### src/rtl/mem_arb_pkg.sv
// Shared types and helpers for the unified-memory port arbiter.
package mem_arb_pkg;

  typedef enum logic [1:0] {RESP_NONE, RESP_IF, RESP_D} resp_owner_t;

  localparam int MEM_WORDS = 2**12;

  // Byte to word address; the caller truncates to its port width, so high bits wrap.
  function automatic logic [31:0] byte_to_word(input logic [31:0] addr);
    return addr >> 2;
  endfunction

endpackage

### src/rtl/mem_arb_starve_guard.sv
// Counts consecutive denied fetch cycles and flags when fetch must win.
module mem_arb_starve_guard #(
  parameter int STARVE_MAX = 3
) (
  input  logic clk,
  input  logic rst,
  input  logic if_req,
  input  logic if_gnt,
  output logic force_if
);

  logic [3:0] starve_cnt;

  always_ff @(posedge clk) begin
    if (rst)                   starve_cnt <= '0;
    else if (!if_req || if_gnt) starve_cnt <= '0;
    else if (starve_cnt != 4'(STARVE_MAX))
      starve_cnt <= starve_cnt + 4'd1;
  end

  assign force_if = (starve_cnt == 4'(STARVE_MAX));

endmodule

### src/rtl/mem_port_arbiter.sv
// Fetch / load-store arbiter for a single-port sync memory, data priority with fetch starvation guard.
// Optional grant/conflict counters are built when MEM_ARB_STATS_EN is defined.
module mem_port_arbiter
  import mem_arb_pkg::*;
#(
  parameter int ADDR_W     = 12,
  parameter int STARVE_MAX = 3
) (
  input  logic              clk,
  input  logic              rst,
  input  logic              if_req,
  input  logic [31:0]       if_addr,
  output logic              if_gnt,
  output logic              if_rvalid,
  output logic [31:0]       if_rdata,
  input  logic              d_req,
  input  logic              d_we,
  input  logic [31:0]       d_addr,
  input  logic [31:0]       d_wdata,
  output logic              d_gnt,
  output logic              d_rvalid,
  output logic [31:0]       d_rdata,
  output logic              m_en,
  output logic              m_we,
  output logic [ADDR_W-1:0] m_addr,
  output logic [31:0]       m_wdata,
  input  logic [31:0]       m_rdata
`ifdef MEM_ARB_STATS_EN
  ,
  output logic [31:0]       stat_if_gnt,
  output logic [31:0]       stat_d_gnt,
  output logic [31:0]       stat_conflict
`endif
);

  logic        force_if;
  resp_owner_t resp;

  mem_arb_starve_guard #(.STARVE_MAX(STARVE_MAX)) u_starve (
    .clk      (clk),
    .rst      (rst),
    .if_req   (if_req),
    .if_gnt   (if_gnt),
    .force_if (force_if)
  );

  assign if_gnt = !rst && if_req && (!d_req || force_if);
  assign d_gnt  = !rst && d_req  && !(if_req && force_if);

  assign m_en = if_gnt || d_gnt;
  assign m_we = d_gnt && d_we;

  always_comb begin
    m_addr  = '0;
    m_wdata = '0;
    if (if_gnt) begin
      m_addr = ADDR_W'(byte_to_word(if_addr));
    end else if (d_gnt) begin
      m_addr  = ADDR_W'(byte_to_word(d_addr));
      m_wdata = d_wdata;
    end
  end

  always_ff @(posedge clk) begin
    if (rst)                resp <= RESP_NONE;
    else if (if_gnt)        resp <= RESP_IF;
    else if (d_gnt && !d_we) resp <= RESP_D;
    else                    resp <= RESP_NONE;
  end

  // Gated by rst so a read in flight when reset hits never surfaces.
  assign if_rvalid = !rst && (resp == RESP_IF);
  assign d_rvalid  = !rst && (resp == RESP_D);
  assign if_rdata  = m_rdata;
  assign d_rdata   = m_rdata;

`ifdef MEM_ARB_STATS_EN
  always_ff @(posedge clk) begin
    if (rst) begin
      stat_if_gnt   <= '0;
      stat_d_gnt    <= '0;
      stat_conflict <= '0;
    end else begin
      if (if_gnt)          stat_if_gnt   <= stat_if_gnt + 32'd1;
      if (d_gnt)           stat_d_gnt    <= stat_d_gnt + 32'd1;
      if (if_req && d_req) stat_conflict <= stat_conflict + 32'd1;
    end
  end
`endif

endmodule

### config.mk
export PLATFORM = sky130hd
export DESIGN_NAME = mem_port_arbiter
export DESIGN_NICKNAME = d
export VERILOG_FILES = /design/src/rtl/mem_arb_pkg.sv /design/src/rtl/mem_arb_starve_guard.sv /design/src/rtl/mem_port_arbiter.sv
export SDC_FILE = /design/constraint.sdc
export NUM_CORES = 1
export LEC_CHECK = 0
export CAP_MARGIN = 20
export CORE_AREA = 4 4 94 96
export CTS_CLUSTER_SIZE = 8
export DETAILED_ROUTE_END_ITERATION = 6
export DIE_AREA = 0 0 98 100
export PLACE_DENSITY = 0.75
export SETUP_SLACK_MARGIN = 0.3
export SYNTH_ARGS = -nofsm -noshare
export SYNTH_HDL_FRONTEND = slang
export SYNTH_SLANG_ARGS = --single-unit
### constraint.sdc
create_clock -name clk -period 3.7 [get_ports clk]
set_clock_uncertainty 0.15 [all_clocks]
set_input_delay 0.37 -clock clk [delete_from_list [all_inputs] [get_ports clk]]
set_output_delay 0.37 -clock clk [all_outputs]
set_load 0.02 [all_outputs]
==> results of run 1 <==
==> report_power, final <==
group | leakage [uW] | switching (uW) | internal [uW]
combinational | 0.000635 | 66.4 | 111
sequential | 0.0000488 | 0.831 | 66.6
clock | 0.0000216 | 25.7 | 69.7
total | 0.000706 | 93.0 | 247
==> synthesized netlist by cell type <==
| cell type | n |
|---|---|
| and2_1 | 33 |
| nand3_1 | 1 |
| clkbuf_1 | 1 |
| o211a_1 | 2 |
| nor2_1 | 6 |
| clkbuf_2 | 2 |
| dfxtp_1 | 6 |
| buf_6 | 2 |
| nand2b_1 | 1 |
| xor2_1 | 1 |
| nor3b_4 | 1 |
| ha_1 | 1 |
| xnor2_1 | 1 |
| or3b_2 | 1 |
| nor2b_1 | 1 |
| a22o_1 | 12 |
| inv_1 | 3 |
| buf_4 | 65 |
| a21oi_2 | 1 |
| nor3b_1 | 2 |
==> per-stage QoR <==
step / instances / worst slack [ns]
finish: 293 / 0.867
global route: 293 / 0.715
CTS: 293 / 0.844
detailed placement: 290 / 0.857
global placement: 290 / 0.866
floorplan: 143 / 1.70
==> metal layers <==
metal  global-route usage  wire (um)
met5                    0          0
met3               0.0215        385
met2                0.107       1690
met4               0.0405         84
met1               0.0642       1220
==> sequential cells by signal, summed over array words and instances (netlist names) <==
signal / flops
resp: 2
u_starve.starve_cnt: 4
==> logic make-up after synthesis <==
logic type | after synthesis | synth area share
AO/OA/AOI/OAI | 15 | 0.121
XOR/XNOR | 2 | 0.0158
adder cells (fa/ha/maj) | 1 | 0.0113
buffers and inverters | 73 | 0.483
flip-flops | 6 | 0.108
AND/OR/NAND/NOR | 46 | 0.261
==> area by class of cell <==
cell class	count	area (um2)
clock buffer	3	41.3
sequential	6	120
inverter	3	11.3
timing repair buffer	112	1120
tap	105	131
multi-input combinational	64	453
fill	877	6180
==> path summary, 6_finish.rpt <==
| path | endpoint | startpoint |
|---|---|---|
| worst min register to register | u_starve.starve_cnt[0] | u_starve.starve_cnt[0] |
| worst max register to register | u_starve.starve_cnt[2] | u_starve.starve_cnt[0] |
| worst max-delay path | m_addr[6] | rst |
| worst min-delay path | u_starve.starve_cnt[0] | u_starve.starve_cnt[0] |
==> metrics.cfg, run 1 <==
[setup_path]
cp_max_fo=32
cp.depth=6
reg2reg_depth=4
path_buf_inv=3
r2r_slack_ns=2.14
crit_path_end_kind=output port
arrival_ns=2.31
cp-start-kind=primary input
crit_chain=clkdlybuf4s50_1, nand2b_1, a21oi_2, buf_4, a22o_1, clkdlybuf4s50_1
critPathSlowestCell=clkdlybuf4s50_1
cpLargestDelayFamily=buffers and inverters
critical_path.most_common_cell=clkdlybuf4s50_1
cp.required_ns=3.18
crit_type=primary input to output port
critical_path.max_stage_delay_ns=0.62

[clock_tree]
root_buffer=clkbuf_8
cts_setup_buffers=0
postCtsHoldBufs=0
clockBufferDepth=2
cts_tree=yes
numCtsBuffers=3
cts_resized=0
path_clk_slew_ns=0.04
htree_levels=1
clock_sinks=6
clkLatencyLatePin_ns=0.22

[power_and_ir_drop]
power_density_nw_per_um2=182
leakage_uw=0.000706
ir_drop_mv=0.0625
finalPower_uw=340

[sta]
setup_violations=0
fmax_mhz=353
timing.hold.ws_ns=0.295
rsz0062_at_grt=false
slew_headroom=0.716
period_share=0.766
min_period_ns=2.83
tns_ns=0
slew_violations=0
hold_viol_final=0
worst_slew_pin_slew_ns=0.426

[logic_synthesis]
syn_inst=143
synth_area_um2=1110
synth_nets=277
synth_area_leaders=buf_4, and2_1, dfxtp_1
synth-seq-area-share=0.108
ys_ff_latch=6
synth_top_cell_area_share=0.440
ys_warn_count=0
yosys.area.top_type=buf_4
avgSynthCellArea_um2=7.75
synth_cell_types=20

[floorplan]
core_area_um2=8050
rows=33
die_w_um=98
start_util=0.138
die_height_um=100
pin_count=247
die-area_um2=9800

[drt]
post-route-drc-count=0
drtPass1Iterations=3
ant_nets=0
first_iter_violations=5
vias=1001
wire_per_inst_um=11.5
routed_wirelength_um=3380
via_per_inst=3.42

[job]
drv_cap=0

[placement]
port_buffers=110
gp_congestion=0.802
dpl_cell_area_um2=1830
dp_hpwl_um=2930

[run_status]
outcome=complete, no violations

[grt]
grt_max_degree=33
grt_pass1_wl_um=4990
grt_usage=0.0620
grt_pass1_vias=1038
overflow=0
antenna_found_initial=0

[layout]
stdcell_area_um2=1870
antennaDiodeCount=0
layout_common_cells=clkdlybuf4s50_1, and2_1, a22o_1
nNetsFinal=324
fin_util=0.233
layout_commonest_cell=clkdlybuf4s50_1
area_growth_pct=69.0
layout-drive-gt1-share=0.0426

[hold_path]
hold_path.class=flip-flop to flip-flop
min_path_cells=1

Power figures use the tool's default switching activity.
==> run 2: changes to the inputs <==
clock period = 2.7 ns   (was 3.7 ns; I/O delays follow)
==> run 2 against run 1 <==
  * Global-route usage about the same
  * Hold slack worse by 0.0033 ns
  * Wire length up 1.1%
==> metrics.cfg, run 2 (same netlist as run 1, synthesis figures left out) <==
[layout]
antennaDiodeCount=0
reg_top3=u_starve.starve_cnt: 4 flops, resp: 2 flops
layout_commonest_cell=clkdlybuf4s50_1
area_growth_pct=64.4
largest_register=u_starve.starve_cnt
layout-drive-gt1-share=0.0847
largest_reg_flops=4
nFillCells=897
nNetsFinal=325
layout_common_cells=clkdlybuf4s50_1, dlygate4sd2_1, and2_1

[power_and_ir_drop]
power_density_nw_per_um2=245
leakage_uw=0.000892
ir_drop_mv=0.0893

[floorplan]
start_util=0.138
die_height_um=100
die-area_um2=9800
rows=33
pin_count=247
core_area_um2=8050
die_w_um=98

[clock_tree]
clkLatencyLatePin_ns=0.22
clockBufferDepth=2
htree_levels=1
path_clk_slew_ns=0.03
root_buffer=clkbuf_8
numCtsBuffers=3
cts_setup_buffers=0
cts_tree=yes
postCtsHoldBufs=0
clock_sinks=6

[sta]
slew_violations=0
slew_headroom=0.818
timing.hold.ws_ns=0.292
tns_ns=0
period_share=0.855
min_period_ns=2.31
rsz0062_at_grt=true
hold_viol_final=0
setup_violations=0
worst_slew_pin_slew_ns=0.273
fmax_mhz=433
finalWorstSetupSlack_ns=0.391

[drt]
drtPass1Iterations=4
first_iter_violations=2
wire_per_inst_um=11.6
ant_nets=0
via_per_inst=3.36
post-route-drc-count=0
vias=989
routed_wirelength_um=3420

[setup_path]
cp_max_fo=32
arrival_ns=1.89
crit_end=m_addr[8]
reg2reg_depth=4
crit_chain=ha_1, nor3b_4, a21oi_4, buf_12, a22o_1, dlygate4sd2_1
cp-start-kind=flip-flop
cpLargestDelayFamily=buffers and inverters
worstReg2RegEnd=u_starve.starve_cnt[3]
crit_type=flip-flop to output port
critPathSlowestCell=dfxtp_1
r2r_slack_ns=1.14
cp.depth=6
cp.required_ns=2.28
crit_path_end_kind=output port
critical_path.max_stage_delay_ns=0.34
r2r-start=u_starve.starve_cnt[0]
crit_start=u_starve.starve_cnt[0]
path_buf_inv=2

[grt]
grt_usage=0.0625
overflow=0
grt_pass1_wl_um=4970
antenna_found_initial=0
grt_max_degree=33
grt_pass1_vias=1011

[job]
drv_cap=0

[placement]
port_buffers=110
dp_hpwl_um=2980
dp_slack_ns=0.124
gp_congestion=0.784

[run_status]
outcome=complete, no violations

[hold_path]
hold_path.class=flip-flop to flip-flop

[run 2: timing repair]
action,4_1_cts,5_1_grt
setup endpoints to repair,47,11
cloned,0,0
gates resized for setup,46,17
[run 2: worst register-to-register path, cell delays in order, from the launching register on]
cell and delay (ns):
dfxtp_1 0.31, ha_1 0.22, nor3b_4 0.18, or3b_2 0.52, nor2_1 0.12
[run 2: per-layer routing]
layer	GRT usage	share of wire
met5	0	0
met4	0.0405	0.025
met3	0.0167	0.088
met2	0.108	0.50
met1	0.0675	0.38
[run 2: area by class of cell]
type,count,area (um2),area share
Clock buffer,3,41.3,0.0226
Inverter,3,11.3,0.00618
Multi-Input combinational cell,64,460,0.253
Sequential cell,6,120,0.0659
Tap cell,105,131,0.0721
Timing Repair Buffer,113,1060,0.581
[run 2: worst min-delay path by stage]
stage	startpoint	endpoint	slack, ns	cells after the start
final	u_starve.starve_cnt[0]	u_starve.starve_cnt[0]	0.29	1
after global routing	u_starve.starve_cnt[0]	u_starve.starve_cnt[0]	0.33	1
after CTS	u_starve.starve_cnt[0]	u_starve.starve_cnt[0]	0.30	1
after detailed placement	u_starve.starve_cnt[0]	u_starve.starve_cnt[0]	0.29	1
after global placement	u_starve.starve_cnt[0]	u_starve.starve_cnt[0]	0.28	1
after floorplan	d_we	resp[1]	0.19	1
[run 2: per-stage QoR]
stage               cell area, um2   util  cells  power, uW
floorplan                     1110      -    143        320
global placement              1850  0.230    291        339
detailed placement            1850  0.230    291        342
CTS                           1840  0.228    294        455
global route                  1820  0.226    294        473
finish                        1820  0.226    294        446
[run 2: power breakdown]
| part | total, uW | switching (uW) | internal [uW] |
|---|---|---|---|
| clock | 131 | 35.7 | 95.5 |
| sequential | 92.4 | 1.11 | 91.3 |
| combinational | 223 | 90.9 | 132 |
| total | 446 | 128 | 319 |
